`config.mk`:
```
export PLATFORM = sky130hd
export DESIGN_NAME = booth_datapath_flat
export DESIGN_NICKNAME = d
export VERILOG_FILES = /design/src/rtl/booth_datapath_pkg.sv /design/src/rtl/booth_datapath_if.sv /design/src/rtl/booth_datapath_addsub.sv /design/src/rtl/booth_datapath.sv /design/src/flat_wrapper.sv
export SDC_FILE = /design/constraint.sdc
export NUM_CORES = 1
export LEC_CHECK = 0
export BUFFER_PORTS_ARGS = -buffer_cell sky130_fd_sc_hd__buf_4
export CAP_MARGIN = 0
export CORE_ASPECT_RATIO = 0.9
export CORE_MARGIN = 3
export CORE_UTILIZATION = 35
export DETAILED_ROUTE_END_ITERATION = 6
export PLACE_DENSITY_LB_ADDON = 0.08
export SLEW_MARGIN = 5
export SYNTH_ARGS = -nofsm -noshare
export SYNTH_HDL_FRONTEND = slang
export SYNTH_SLANG_ARGS = --single-unit
export TNS_END_PERCENT = 100
```
`constraint.sdc`:
```
create_clock -name clk -period 6.2 [get_ports clk]
set_input_delay 0.93 -clock clk [delete_from_list [all_inputs] [get_ports clk]]
set_output_delay 0.93 -clock clk [all_outputs]
set_load 0.02 [all_outputs]
```
`src/rtl/booth_datapath_pkg.sv`:
```
// Shared constants for the Booth multiplier datapath and its controller.
// Combinational helpers only. No latency and no backpressure.
package booth_pkg;
    localparam int DEF_WIDTH = 16;

    function automatic int cw_of(input int width);
        return $clog2(width + 1);
    endfunction

    // The Booth pair is {Q[0], Q[-1]}.
    localparam logic [1:0] PAIR_ADD = 2'b01;
    localparam logic [1:0] PAIR_SUB = 2'b10;

    localparam logic OP_ADD = 1'b1;
    localparam logic OP_SUB = 1'b0;
endpackage

```
`src/rtl/booth_datapath_if.sv`:
```
// Links the Booth controller (master) to the datapath (slave): strobes go one way, status comes back.
// Wires only. No latency and no backpressure.
interface booth_datapath_if #(parameter int WIDTH = 16);
    logic [WIDTH-1:0]   data_in;
    logic               ldA, clrA, sftA;
    logic               ldQ, clrQ, sftQ;
    logic               ldM, clrff, addsub;
    logic               ldcount, decount, done;
    logic               q0, qd, stop;
    logic [2*WIDTH-1:0] product;
    logic               product_valid;

    modport master (
        output data_in, ldA, clrA, sftA, ldQ, clrQ, sftQ, ldM, clrff, addsub,
               ldcount, decount, done,
        input  q0, qd, stop, product, product_valid
    );

    modport slave (
        input  data_in, ldA, clrA, sftA, ldQ, clrQ, sftQ, ldM, clrff, addsub,
               ldcount, decount, done,
        output q0, qd, stop, product, product_valid
    );
endinterface

```
`src/rtl/booth_datapath_addsub.sv`:
```
// Combinational W-bit adder/subtractor for the Booth accumulator.
// Zero latency. No backpressure.
module booth_addsub
    import booth_pkg::*;
#(
    parameter int W = 17
) (
    input  logic [W-1:0] a,
    input  logic [W-1:0] b,
    input  logic         addsub,
    output logic [W-1:0] sum
);
    assign sum = (addsub == OP_ADD) ? a + b : a - b;
endmodule

```
`src/rtl/booth_datapath.sv`:
```
// Booth multiplier registers (A, Q, M, Q[-1], count). Each strobe acts on the next clock edge.
// product_valid follows done one cycle later. Strobes are always obeyed; there is no backpressure.
module booth_datapath
    import booth_pkg::*;
#(
    parameter int WIDTH = DEF_WIDTH
) (
    input  logic             clk,
    input  logic             rst,
    booth_datapath_if.slave  bus
);
    localparam int CW = cw_of(WIDTH);

    // A carries one guard bit so that A - M with M = -2^(WIDTH-1) cannot overflow.
    logic [WIDTH:0]   a_q;
    logic [WIDTH:0]   alu;
    logic [WIDTH-1:0] q_q;
    logic [WIDTH-1:0] m_q;
    logic             qd_q;
    logic [CW-1:0]    cnt_q;
    logic             pv_q;

    booth_addsub #(.W(WIDTH + 1)) u_addsub (
        .a      (a_q),
        .b      ({m_q[WIDTH-1], m_q}),
        .addsub (bus.addsub),
        .sum    (alu)
    );

    always_ff @(posedge clk or posedge rst) begin
        if (rst) begin
            a_q   <= '0;
            q_q   <= '0;
            m_q   <= '0;
            qd_q  <= 1'b0;
            cnt_q <= '0;
            pv_q  <= 1'b0;
        end else begin
            if (bus.clrA)      a_q <= '0;
            else if (bus.ldA)  a_q <= alu;
            else if (bus.sftA) a_q <= {a_q[WIDTH], a_q[WIDTH:1]};

            // The serial-in bit is the pre-shift A[0], so a joint A/Q shift stays correct.
            if (bus.clrQ)      q_q <= '0;
            else if (bus.ldQ)  q_q <= bus.data_in;
            else if (bus.sftQ) q_q <= {a_q[0], q_q[WIDTH-1:1]};

            if (bus.ldM) m_q <= bus.data_in;

            if (bus.clrff)     qd_q <= 1'b0;
            else if (bus.sftQ) qd_q <= q_q[0];

            // The counter saturates at zero so that stop stays asserted.
            if (bus.ldcount)                     cnt_q <= CW'(WIDTH);
            else if (bus.decount && cnt_q != '0) cnt_q <= cnt_q - CW'(1);

            pv_q <= bus.done;
        end
    end

    assign bus.q0            = q_q[0];
    assign bus.qd            = qd_q;
    assign bus.stop          = (cnt_q == '0);
    assign bus.product       = {a_q[WIDTH-1:0], q_q};
    assign bus.product_valid = pv_q;
endmodule

```
`src/flat_wrapper.sv`:
```
// flat-port wrapper written by rule: the top's interface ports become plain ports
module booth_datapath_flat import booth_pkg::*;
#(
    parameter int WIDTH = DEF_WIDTH
)
  (clk, rst, bus_data_in, bus_ldA, bus_clrA, bus_sftA, bus_ldQ, bus_clrQ, bus_sftQ, bus_ldM, bus_clrff, bus_addsub, bus_ldcount, bus_decount, bus_done, bus_q0, bus_qd, bus_stop, bus_product, bus_product_valid);
  booth_datapath_if #(.WIDTH(WIDTH)) bus_i ();
  input  logic clk;
  input  logic rst;
  input wire logic [$bits(bus_i.data_in)-1:0] bus_data_in;
  input wire logic [$bits(bus_i.ldA)-1:0] bus_ldA;
  input wire logic [$bits(bus_i.clrA)-1:0] bus_clrA;
  input wire logic [$bits(bus_i.sftA)-1:0] bus_sftA;
  input wire logic [$bits(bus_i.ldQ)-1:0] bus_ldQ;
  input wire logic [$bits(bus_i.clrQ)-1:0] bus_clrQ;
  input wire logic [$bits(bus_i.sftQ)-1:0] bus_sftQ;
  input wire logic [$bits(bus_i.ldM)-1:0] bus_ldM;
  input wire logic [$bits(bus_i.clrff)-1:0] bus_clrff;
  input wire logic [$bits(bus_i.addsub)-1:0] bus_addsub;
  input wire logic [$bits(bus_i.ldcount)-1:0] bus_ldcount;
  input wire logic [$bits(bus_i.decount)-1:0] bus_decount;
  input wire logic [$bits(bus_i.done)-1:0] bus_done;
  output wire logic [$bits(bus_i.q0)-1:0] bus_q0;
  output wire logic [$bits(bus_i.qd)-1:0] bus_qd;
  output wire logic [$bits(bus_i.stop)-1:0] bus_stop;
  output wire logic [$bits(bus_i.product)-1:0] bus_product;
  output wire logic [$bits(bus_i.product_valid)-1:0] bus_product_valid;
  assign bus_i.data_in = bus_data_in;
  assign bus_i.ldA = bus_ldA;
  assign bus_i.clrA = bus_clrA;
  assign bus_i.sftA = bus_sftA;
  assign bus_i.ldQ = bus_ldQ;
  assign bus_i.clrQ = bus_clrQ;
  assign bus_i.sftQ = bus_sftQ;
  assign bus_i.ldM = bus_ldM;
  assign bus_i.clrff = bus_clrff;
  assign bus_i.addsub = bus_addsub;
  assign bus_i.ldcount = bus_ldcount;
  assign bus_i.decount = bus_decount;
  assign bus_i.done = bus_done;
  assign bus_q0 = bus_i.q0;
  assign bus_qd = bus_i.qd;
  assign bus_stop = bus_i.stop;
  assign bus_product = bus_i.product;
  assign bus_product_valid = bus_i.product_valid;
  booth_datapath #(.WIDTH(WIDTH)) u_core (.clk(clk), .rst(rst), .bus(bus_i));
endmodule
```
==> results.md <==
- Synth area leaders: dfrtp_1 (37%), mux2i_1 (8.0%), ha_1 (6.3%)
- WHS Path Cells: 2
- Vias in the first global route: 2936
- Total grt overflow: 0
- Worst slew pin tran: 741 ps
- Final setup fails: 0
- Reg-to-reg endpoint: u_core.a_q[16]
- Hold Violations, Final: 0
- Row Count: 35
- Multi-input logic area: 2110 sq um
- Internal power: 758 uW
- Leak Pwr: 2.08 nW
- CP Launch Type: flop
- Initial antenna violation count: 0
- DIE HEIGHT: 104 um
- Full die area: 12100 sq um
- Ant. Diodes: 0
- RePlAce Congestion: 0.747
- Max-cap viol count: 0
- Reg area: 1400 sq um
- Mapped Avg Cell Area: 9.29 sq um
- Worst R2R Path Depth: 11
- Synth Warn #: 0
- Clk pwr share: 0.243
- Via density: 5.16
- Status: finished, final reports clean
- Net Sw Frac: 0.362
- Layout cells sized above 1: 0.209
- Latest clock arrival within the worst-skew pair: 300 ps
- CTS tree: yes
- CTS Buffer Depth: 2
- Maximum fanout along the worst path: 6
- Post-synth EDFFs: 0
- Fin Hold WS: 530 ps
- Port Buf Inserts: 65
- First-pass GRT wire length: 15.0 mm
- Number of setup buffers added after CTS: 0
- Distinct cell type count after synthesis: 53
- Largest net degree at the start of global routing: 57
- Layout area overhead: 15.7%
- Post-synth top area share: 0.371
- Drt drc: 0
- Post-DP HPWL: 6.34 mm
- Die X: 115 um
- H-tree levels: 2
- Pwr Density: 272 nW/um^2
- Hold Path Sink: u_core.bus.qd
- Ys async rst share: 1.00
- CP Capture Type: flop
- Total number of vias: 2961
- Reg2reg start: u_core.m_q[0]
- Tcrit/Tclk final: 0.583
- Ys flop type: dfrtp_1
- F_max: 0.277 GHz
- IO Pins: 66
- WL/cell: 15.1 um
- Flop pwr share: 0.385
- CTS resizes: 0
- CTS Buf Count: 5
- Setup TNS: 0 ps
- Hold Buf Count CTS: 0
- Final #Nets: 494
- Clk slew on worst S/H paths: 80 ps
- Starting Density: 0.363
- Min-Delay Path Class: flop to flop
- CORE AREA: 10400 sq um
- Root buffer cell: clkbuf_16
- Worst Setup Path Type: flop to flop
- Worst EP arrival: 3800 ps
- Logic pwr share: 0.372
- Cell Area, Synth: 3770 sq um
- Total Routing Usage GR: 0.153
- Slew Viols, Final: 0
- Hold path start: u_core.bus.qd
- Worst path required time: 6390 ps
- Filler Cell Count: 1040
- RSZ-0062 raised after global routing: no
- Max rail drop VDD: 104 uV
- Total wire length: 8.67 mm
- Antenna Violating Nets Remaining: 0
- Clock skew: 6.89 ps
- Synth Register Bits: 56
- FF-to-FF setup slack: 2590 ps
- Gate Count Post-Synth: 406
- Min Tclk post-route: 3610 ps
- Syn nets: 456
- Router iterations before antenna repair: 4
- DRT iter0 DRCs: 76
- Sequential area share after synthesis: 0.371
- Relative slew slack: 0.506
- Psw: 430 uW
- Clock tree sinks: 56
- Area leader, netlist: dfrtp_1
layer usage:
layer  part of all wire  global-route usage  vias to the layer above
met1               0.51               0.225                     1403
met4             0.0089              0.0327                        0
met5                  0                   0                        -
met3              0.047              0.0396                        6
met2               0.43               0.226                       57
li1                   -                   -                     1495
how the worst max path moves through the flow:
stage                             start        endpoint  slack, ps  cells past startpoint
after floorplan           u_core.m_q[0]  u_core.a_q[16]       2770                     11
after CTS                 u_core.m_q[0]  u_core.a_q[16]       2550                     11
final                     u_core.m_q[0]  u_core.a_q[16]       2590                     11
after detailed placement  u_core.m_q[0]  u_core.a_q[16]       2570                     12
after global routing      u_core.m_q[0]  u_core.a_q[16]       2350                     11
after global placement    u_core.m_q[0]  u_core.a_q[16]       2630                     11
synth_stat cells (all sizes together), types with 2 or more instances:
library cell	instances
nor3	8
xnor2	9
dfrtp	56
inv	12
nor2b	7
nand2	16
nor4	7
mux2i	30
nand2b	7
mux2	16
nand4	4
o21ai	8
or3	3
xor2	18
clkbuf	12
nor3b	3
a21oi	33
a211oi	17
a21o	9
ha	19
a31oi	2
nand3	2
nor2	63
buf	22
o211ai	2
flip-flops by register name (all words and copies together) (netlist names):
register,count
u_core.a_q,17
u_core.m_q,16
u_core.q_q,16
u_core.cnt_q,5
u_core.bus.product_valid,1
u_core.bus.qd,1
critical path, stage by stage, from the launching register on:
cell and delay (ps):
dfrtp_1 420, or4_4 540, or3_4 360, nor4_1 200, nor2_1 80, xor2_1 160, ha_1 370, a21o_1 220
a311o_1 360, o31a_1 310, mux2i_1 160, mux2_1 330
final cells by class:
| class | instances | area share |
|---|---|---|
| inverter | 13 | 0.0112 |
| clock buffer | 6 | 0.0295 |
| multi-input combinational | 302 | 0.484 |
| timing repair buffer | 66 | 0.114 |
| tap | 129 | 0.0370 |
| sequential | 56 | 0.321 |
| clock inverter | 2 | 0.00373 |
stage by stage:
step	util	instances	setup slack (ps)	power (mW)	cell area, sq um
final	0.420	574	2590	1.19	4360
after global placement	0.406	566	2630	0.903	4220
after floorplan	-	406	2770	0.803	3770
after detailed placement	0.406	566	2570	0.908	4220
after CTS	0.420	574	2550	1.21	4360
after global routing	0.420	574	2350	1.28	4360
power by group through the flow:
stage / registers [mW] / logic, mW / clock network (mW)
3_5_place_dp: 0.465 / 0.443 / 0
4_1_cts: 0.458 / 0.447 / 0.303
6_report: 0.458 / 0.442 / 0.289
3_3_place_gp: 0.465 / 0.438 / 0
2_1_floorplan: 0.457 / 0.346 / 0
5_1_grt: 0.467 / 0.497 / 0.317
logic make-up after synthesis:
group                    synth area share
multiplexers                        0.127
AO/OA/AOI/OAI                       0.143
buffers and inverters              0.0690
AND/OR/NAND/NOR                     0.158
adder cells (fa/ha/maj)            0.0683
XOR/XNOR                           0.0627
flip-flops                          0.371
layout by cell type, fill, tap and decap left out, drive strengths merged, types with 2 or more instances in the layout:
cell type   n
buf        66
nor2       63
dfrtp      56
a21oi      33
mux2i      30
ha         19
xor2       18
a211oi     17
nand2      16
mux2       16
inv        12
xnor2       9
a21o        9
nor3        8
o21ai       8
nor2b       7
nor4        7
nand2b      7
clkbuf      6
nand4       4
nor3b       3
or3         3
o211ai      2
a31oi       2
nand3       2
clkinv      2
Note: power is estimated with default switching activity, not from simulation.
